[src/rtl/ball_controller.sv]
// ball_controller -- moves a Pong ball around a 640x480 field.
//
// The ball advances once per movement tick (one tick every 2^TICK_BITS
// clocks). It bounces off the top/bottom walls and off either paddle face.
// A ball that gets past a paddle scores a point for the opposite player,
// freezes for 64 ticks, then returns to the centre and waits for a serve.
//
// Optional feature (compile-time macro BALL_SPEEDUP_EN):
//   defined   -> every paddle bounce raises the speed by one pixel/tick,
//                saturating at 4; a serve resets the speed to 1.
//   undefined -> speed is fixed at 1 and no speed register exists.
//
// Ports:
//   clk       in   system clock
//   rst       in   asynchronous, active-high reset
//   serve_n   in   serve button, active-low level, honoured only in IDLE
//   p1_y      in   [9:0] left paddle centre Y (pixels)
//   p2_y      in   [9:0] right paddle centre Y (pixels)
//   bat_size  in   1: paddle half-height 40, 0: half-height 50
//   ball_x    out  [9:0] ball centre X
//   ball_y    out  [9:0] ball centre Y
//   in_play   out  high while the ball is live (state PLAY)
//   p1_point  out  1-clk pulse when the left player scores
//   p2_point  out  1-clk pulse when the right player scores
//
// There is no valid/ready handshake on this block: inputs are levels that
// are sampled on movement ticks (paddles) or on any clock in IDLE (serve),
// and every output is a register.

module ball_controller #(
  parameter int TICK_BITS = 17
) (
  input  logic       clk,
  input  logic       rst,
  input  logic       serve_n,
  input  logic [9:0] p1_y,
  input  logic [9:0] p2_y,
  input  logic       bat_size,
  output logic [9:0] ball_x,
  output logic [9:0] ball_y,
  output logic       in_play,
  output logic       p1_point,
  output logic       p2_point
);

  typedef enum logic [1:0] {
    IDLE   = 2'd0,
    PLAY   = 2'd1,
    SCORED = 2'd2
  } state_t;

  localparam logic [9:0]        X_CENTRE     = 10'd320;
  localparam logic [9:0]        Y_CENTRE     = 10'd240;
  localparam logic signed [10:0] Y_MIN        = 11'sd4;
  localparam logic signed [10:0] Y_MAX        = 11'sd475;
  localparam logic signed [10:0] LEFT_BOUNCE  = 11'sd34;
  localparam logic signed [10:0] RIGHT_BOUNCE = 11'sd606;
  localparam logic signed [10:0] LEFT_GOAL    = 11'sd4;
  localparam logic signed [10:0] RIGHT_GOAL   = 11'sd635;
  // Paddle half-height plus the ball radius: the widest |y - paddle_y|
  // that still counts as a hit.
  localparam logic signed [10:0] REACH_SMALL  = 11'sd44;
  localparam logic signed [10:0] REACH_LARGE  = 11'sd54;

  state_t               state;
  logic [TICK_BITS-1:0] div_cnt;
  logic                 tick;
  logic                 dx;           // 1: moving right (+x)
  logic                 dy;           // 1: moving down (+y)
  logic [5:0]           score_timer;

`ifdef BALL_SPEEDUP_EN
  logic [2:0] speed;
`else
  localparam logic [2:0] speed = 3'd1;
`endif

  assign tick = (div_cnt == '0);

  // Candidate move and paddle tests, all in 11-bit signed so that moves
  // past either edge of the field never wrap.
  logic signed [10:0] cur_x, cur_y, spd;
  logic signed [10:0] nx, ny;
  logic signed [10:0] d1, d2, a1, a2, reach;
  logic               hit_left, hit_right;

  always_comb begin
    cur_x = signed'({1'b0, ball_x});
    cur_y = signed'({1'b0, ball_y});
    spd   = signed'({8'd0, speed});
    nx    = dx ? (cur_x + spd) : (cur_x - spd);
    ny    = dy ? (cur_y + spd) : (cur_y - spd);
    // Paddle alignment uses the pre-move y.
    d1    = cur_y - signed'({1'b0, p1_y});
    d2    = cur_y - signed'({1'b0, p2_y});
    a1    = d1[10] ? -d1 : d1;
    a2    = d2[10] ? -d2 : d2;
    reach = bat_size ? REACH_SMALL : REACH_LARGE;
    hit_left  = !dx && (cur_x >= LEFT_BOUNCE)  && (nx <= LEFT_BOUNCE)  && (a1 <= reach);
    hit_right =  dx && (cur_x <= RIGHT_BOUNCE) && (nx >= RIGHT_BOUNCE) && (a2 <= reach);
  end

  always_ff @(posedge clk or posedge rst) begin
    if (rst) begin
      state       <= IDLE;
      div_cnt     <= TICK_BITS'(1);
      ball_x      <= X_CENTRE;
      ball_y      <= Y_CENTRE;
      dx          <= 1'b1;
      dy          <= 1'b1;
      score_timer <= 6'd0;
      in_play     <= 1'b0;
      p1_point    <= 1'b0;
      p2_point    <= 1'b0;
`ifdef BALL_SPEEDUP_EN
      speed       <= 3'd1;
`endif
    end else begin
      div_cnt  <= div_cnt + 1'b1;
      p1_point <= 1'b0;
      p2_point <= 1'b0;

      case (state)
        IDLE: begin
          if (!serve_n) begin
            state   <= PLAY;
            in_play <= 1'b1;
`ifdef BALL_SPEEDUP_EN
            speed   <= 3'd1;
`endif
          end
        end

        PLAY: begin
          if (tick) begin
            // Vertical axis: walls only.
            if (ny <= Y_MIN) begin
              ball_y <= 10'd4;
              dy     <= 1'b1;
            end else if (ny >= Y_MAX) begin
              ball_y <= 10'd475;
              dy     <= 1'b0;
            end else begin
              ball_y <= ny[9:0];
            end

            // Horizontal axis: paddle bounce wins over a goal; a crossing
            // that misses the paddle just keeps moving.
            if (hit_left) begin
              ball_x <= 10'd34;
              dx     <= 1'b1;
`ifdef BALL_SPEEDUP_EN
              speed  <= (speed >= 3'd4) ? 3'd4 : speed + 3'd1;
`endif
            end else if (hit_right) begin
              ball_x <= 10'd606;
              dx     <= 1'b0;
`ifdef BALL_SPEEDUP_EN
              speed  <= (speed >= 3'd4) ? 3'd4 : speed + 3'd1;
`endif
            end else if (nx <= LEFT_GOAL) begin
              // Right player scores; next serve heads toward the loser's
              // opponent, i.e. to the right.
              ball_x      <= 10'd4;
              p2_point    <= 1'b1;
              dx          <= 1'b1;
              state       <= SCORED;
              in_play     <= 1'b0;
              score_timer <= 6'd0;
            end else if (nx >= RIGHT_GOAL) begin
              ball_x      <= 10'd635;
              p1_point    <= 1'b1;
              dx          <= 1'b0;
              state       <= SCORED;
              in_play     <= 1'b0;
              score_timer <= 6'd0;
            end else begin
              ball_x <= nx[9:0];
            end
          end
        end

        SCORED: begin
          // Frozen for 64 ticks: counts 0..63, leaves on the 64th tick.
          if (tick) begin
            if (score_timer == 6'd63) begin
              score_timer <= 6'd0;
              ball_x      <= X_CENTRE;
              ball_y      <= Y_CENTRE;
              state       <= IDLE;
            end else begin
              score_timer <= score_timer + 6'd1;
            end
          end
        end

        default: begin
          state   <= IDLE;
          in_play <= 1'b0;
        end
      endcase
    end
  end

endmodule

[config.mk]
export PLATFORM = sky130hd
export DESIGN_NAME = ball_controller
export DESIGN_NICKNAME = d
export VERILOG_FILES = /design/src/rtl/ball_controller.sv
export SDC_FILE = /design/constraint.sdc
export NUM_CORES = 1
export LEC_CHECK = 0
export CORE_ASPECT_RATIO = 1.75
export CORE_MARGIN = 4
export CORE_UTILIZATION = 53
export CTS_CLUSTER_DIAMETER = 120
export DETAILED_ROUTE_END_ITERATION = 6
export PLACE_DENSITY = 0.78
export SYNTH_ARGS = -nofsm -noshare
export SYNTH_HDL_FRONTEND = slang
export SYNTH_SLANG_ARGS = --single-unit
[constraint.sdc]
create_clock -name clk -period 4.2 [get_ports clk]
set_input_delay 0.84 -clock clk [delete_from_list [all_inputs] [get_ports clk]]
set_output_delay 0.84 -clock clk [all_outputs]
set_load 0.05 [all_outputs]
; ---- Word-level counts from Yosys, hierarchy flattened
; Cells that the tools add are included.
[totals]
in_bits = 24
regBits = 50
wordCells = 118
[classes]
n_bitwise = 1
addsub = 10
order_cmp = 10
eq_ne = 10
n_mux = 59
n_reduce_logical = 18
[op_table]
columns = op, n
row1 = two-way mux 10 bit, 12
row2 = two-way mux 11 bit, 4
row3 = two-way mux 6 bit, 7
row4 = case mux 10 bit (2 select lines), 2
row5 = adder 10 x 1 -> 11 bit (second input constant), 2
row6 = greater-or-equal comparator 11 bit (second input constant), 2
row7 = <= comparator 11 x 4 -> 1 bit (second input constant), 2
row8 = <= comparator 11 x 7 -> 1 bit, 2
row9 = two-way mux 1 bit, 22
row10 = negator 11 bit, 2
row11 = subtractor 10 x 1 -> 11 bit (second input constant), 2
row12 = subtractor 10 x 10 -> 11 bit, 2
row13 = adder 17 x 1 -> 17 bit (second input constant), 1
row14 = zero test 17 bit, 1
row15 = two-way mux 2 bit, 8
row16 = inequality test 2 bit (second input constant), 6
row17 = case mux 6 bit (2 select lines), 1
row18 = AND reduction 6 bit, 2
row19 = greater-or-equal comparator 11 x 10 -> 1 bit (second input constant), 1
row20 = <= comparator 11 x 7 -> 1 bit (second input constant), 1
row21 = greater-or-equal comparator 10 x 6 -> 1 bit (second input constant), 1
row22 = <= comparator 10 bit (second input constant), 1
row23 = AND reduction 7 bit, 1
row24 = adder 6 x 1 -> 6 bit (second input constant), 1
row25 = other kinds (15), 22

; ---- Logic depth before layout (Yosys ltp)
[depth]
depth_word = 9
depth_mapped = 20
depth_no_buf = 19

; ---- Least setup slack after synthesis
; No wires, ideal clock.
[synth_path]
path_kind = reg-to-reg
startpoint = register ball_y[0]
endpoint = register score_timer[0]
n_path_buf = 1
setup_time_ps = 90
slack_ps = -361
path_stages_with_launch = 19
arrival_time_ps = 4472
required_ps = 4110
cell_sequence = dfrtp_1 > inv_1 > ha_1 > inv_1 > fa_1 > a211oi_2 > o21bai_1 > a311oi_2 > o21ai_0 > xnor2_1 > ha_1 > a21oi_1 > mux2i_1 > o311a_1 > a31oi_1 > nand4b_1 > and4_1 > buf_6 > o31ai_4
[synth_via]
elab_chain_len = 7
word_cells_on_any_way = 13
cone_classes = add/sub: 4 / order compare: 2 / eq/ne: 2 / mux: 2 / reduce/logical: 3
[synth_lines]
columns = item, line
row1 = "start, declared", 40  ; output logic [9:0] ball_y,
row2 = "start signal, assigned", 144  ; ball_y <= ny[9:0];
row3 = subtractor 10 x 10 -> 11 bit (on tied branches), "95, 94"
row4 = negator 11 bit (on tied branches), "97, 96"
row5 = two-way mux 11 bit (on tied branches), "97, 96"
row6 = <= comparator 11 x 7 -> 1 bit (on tied branches), "100, 99"
row7 = logical AND 1 bit (on tied branches), "100, 99"
row8 = inequality test 2 bit (no line), n/a
row9 = AND reduction 6 bit (no line) *, n/a
row10 = "end signal, assigned", 192  ; score_timer <= score_timer + 6'd1;
row11 = "end, declared", 70  ; logic [5:0] score_timer;
; Every way passes the cells marked *; elsewhere a longest branch is shown, timed or not.
; A chain may end at the register's enable or synchronous reset.

; ---- Final worst setup path
[layout_path]
startpoint = input port p1_y[0]
endpoint = register state[1]
[layout_via]
elab_chain_len = 7
[layout_lines]
columns = item, line
row1 = "start, declared", 36  ; input logic [9:0] p1_y,
row2 = subtractor 10 x 10 -> 11 bit *, 94  ; d1 = cur_y - signed'({1'b0, p1_y});
row3 = negator 11 bit, 96  ; a1 = d1[10] ? -d1 : d1;
row4 = two-way mux 11 bit *, 96
row5 = <= comparator 11 x 7 -> 1 bit *, 99  ; hit_left = !dx && (cur_x >= LEFT_BOUNCE) && (nx <= LEFT_BOUNCE) && (a1 <= reach);
row6 = logical AND 1 bit *, 99
row7 = inequality test 2 bit (no line) *, n/a
row8 = AND reduction 7 bit (no line) *, n/a
row9 = "end signal, assigned", 105  ; state <= IDLE;
row10 = "end signal, assigned", 126  ; state <= PLAY;
row11 = "end signal, assigned", 167  ; state <= SCORED;
row12 = "end, declared", 65  ; state_t state;
; Marks and branches as above.

==> results.json <==
{
  "status": "completed",
  "p_leak_nw": 3.073,
  "placement.io_buffers": 46,
  "die_width_um": 81.67,
  "yosys.cell_count.top_type": "nor2_1",
  "syn-num-nets": 684,
  "yosysSeqAreaShare_pct": 25.08,
  "die-area_um2": 11180,
  "avgSynthCellArea_um2": 8.348,
  "skew_ps": 7.176,
  "slew_viol_final": 0,
  "synth_cells": 603,
  "via_count": 5288,
  "grt_usage_pct": 26.56,
  "start_util_pct": 55.00,
  "netlist_area_um2": 5034,
  "rr_worst_depth": 20,
  "gp_congestion": 0.9468,
  "synthDistinctLibCells": 73,
  "grt_pass1_wl_um": 23450,
  "cts_buffer_depth": 2,
  "synthTopCellsByCount": "57 x nor2_1, 53 x ha_1, 46 x nand2_1, 45 x a21oi_1, 43 x inv_1",
  "n_antenna_cell": 0,
  "fmax_mhz": 238.3,
  "final_hold_viol_count": 0,
  "r2r_slack_ps": 50,
  "vias_per_cell": 6.127,
  "crit_arrival_ps": 4370,
  "startpoint": "p1_y[0]",
  "grt_pass1_vias": 5281,
  "holdPathStages": 1,
  "synth_top_area_share_pct": 20.38,
  "critPathCaptureType": "register",
  "crit_path_max_fanout": 6,
  "hold_end": "div_cnt[16]",
  "cts.sinks": 50,
  "yosys-top-cells-area": "dfrtp_1 20%, ha_1 13%, xnor2_1 5.6%",
  "grt_setup_unrepaired": "true",
  "design_area_um2": 6729,
  "hp-start": "div_cnt[16]",
  "grt_max_degree": 38,
  "tightest_slew_ps": 796.1,
  "synthToLayoutAreaGrowth_pct": 33.68,
  "hold_path_class": "register to register",
  "ys_ff_latch": 50,
  "fin_crit_ps": 4196,
  "timing.final.ws_setup_ps": 4.446,
  "final_nets": 823,
  "timing.slew.headroom_pct": 46.85,
  "critPathRequiredTime_ps": 4370,
  "clk_pin_slew_ps": 60,
  "dpl.hpwl_um": 11390,
  "routed_wl_um": 15320,
  "rr_startpoint": "ball_y[0]",
  "period_share_pct": 99.89,
  "gr-total-overflow": 0,
  "core_um2": 9151,
  "ys_warn_count": 0,
  "synth_area_leader_cell": "dfrtp_1",
  "post-route-util_pct": 73.53,
  "cts_tree": "built",
  "cts_htree_levels": 2,
  "clock_latency_ps": 290,
  "ant_nets": 0,
  "drive_gt1_share_pct": 23.15,
  "drt_iter0_drc": 245,
  "max_cap_violations": 0,
  "synth-async-reset-ratio_pct": 100.0,
  "synth_flop_cell": "dfrtp_1",
  "numCtsBuffers": 5,
  "antenna_found_initial": 0,
  "place_ws_ps": -671.9,
  "ir_drop_uv": 260.3,
  "io_pins": 47,
  "powerDensity_nw_per_um2": 178.2,
  "root_buffer": "clkbuf_16",
  "dr.pass1.iters": 4,
  "setup.worst_path.class": "input port to register",
  "wl_per_cell_um": 17.75,
  "synth_edf_count": 0,
  "start_kind": "input port",
  "placed_cell_area_um2": 6225,
  "drcViolationCount": 0,
  "die_h_um": 136.9,
  "r2r-end": "state[1]",
  "rows": 46,
  "setup-violations-final": 0
}
per-layer routing:
metal  GRT usage, %  routed length, µm
met4          16.36                907
met3          3.689                640
met1          26.19               5384
met2          50.14               8385
met5              0                  0
how the worst max path moves through the flow:
| stage | cells past startpoint | endpoint |
|---|---|---|
| detailed placement | 18 | ball_x[9] |
| floorplan | 17 | score_timer[0] |
| global placement | 18 | ball_x[4] |
| global route | 20 | state[1] |
| finish | 20 | state[1] |
| CTS | 19 | score_timer[0] |
cells in the final DEF, fill, tap and decap left out, types with 6 or more instances in the layout:
cell | Yosys | layout
buf_4 | 0 | 99
xnor2_1 | 32 | 31
o21a_1 | 9 | 9
nor4_1 | 7 | 7
ha_4 | 0 | 8
nand2_1 | 46 | 45
nand3_1 | 17 | 17
nor2_1 | 57 | 56
a21o_1 | 10 | 10
nand4_1 | 10 | 10
nor3_1 | 6 | 6
dfrtp_1 | 41 | 40
and2_1 | 11 | 9
inv_1 | 43 | 33
and3_1 | 8 | 8
a22o_1 | 7 | 7
o21ai_1 | 11 | 11
nand2b_1 | 9 | 8
o21ai_0 | 26 | 25
a31oi_1 | 9 | 9
xor2_1 | 18 | 18
nor2b_1 | 7 | 6
a21oi_1 | 45 | 41
clkdlybuf4s50_1 | 0 | 38
mux2i_1 | 6 | 6
ha_1 | 53 | 44
dlymetal6s2s_1 | 0 | 7
inv_2 | 1 | 10
dfstp_2 | 9 | 9
cells by family (layout without fill, tap and decap cells):
logic type | after synthesis | in the layout | share of synthesized area (%)
DFF | 50 | 50 | 25.08
and+or+nand+nor | 203 | 203 | 20.31
adders and majority gates | 57 | 57 | 14.77
AOI/OAI and AO/OA | 179 | 179 | 25.01
buffers and inverters | 57 | 197 | 4.722
muxes | 7 | 7 | 1.417
xor gates and xnor gates | 50 | 50 | 8.700
power breakdown:
group          switching, W  internal, W
clock network      0.000172     0.000222
registers       0.000000747     0.000483
logic              0.000162     0.000161
stage by stage:
stage	TNS, ps	power [W]	std cells	hold WS [ps]
finish	0	0.001199	863	498.4
global route	-1954	0.001257	863	514.7
CTS	0	0.001166	856	496.6
detailed placement	-10660	0.0007679	840	475.6
global placement	-8602	0.0007588	840	469.1
floorplan	-707.6	0.0006541	603	446.5
flip-flops by register name (all words and copies together), names as in the netlist:
register     count
ball_x          10
ball_y          10
div_cnt         17
dx               1
dy               1
in_play          1
p1_point         1
p2_point         1
score_timer      6
state            2
what timing repair did:
action | 4_1_cts | 5_1_grt
hold buffers | 0 | 0
endpoints found under the setup margin | 19 | 18
buffers inserted | 8 | 7
gates cloned | 0 | 0
pin swaps | 10 | 30
resized for setup | 9 | 46
critical path: stages:
cell and delay (ps):
buf_6 70, ha_4 120, inv_2 40, fa_2 360
a211oi_4 320, buf_4 160, buf_4 90, buf_4 100
nor2_1 40, xor2_1 240, xnor2_1 120, ha_1 340
a21oi_2 210, mux2i_1 90, o311a_1 330, a31oi_1 160
nand4b_1 150, buf_4 200, and4_4 200, o21bai_1 160
area by class of cell:
| class | instances | area, µm² |
|---|---|---|
| Clock inverter | 2 | 13.76 |
| Fill cell | 641 | 2422 |
| Tap cell | 120 | 150.1 |
| Timing Repair Buffer | 145 | 1222 |
| Sequential cell | 50 | 1264 |
| Clock buffer | 6 | 128.9 |
| Multi-Input combinational cell | 496 | 3781 |
| Inverter | 44 | 168.9 |
No activity file was read; power rests on OpenSTA's default activity.
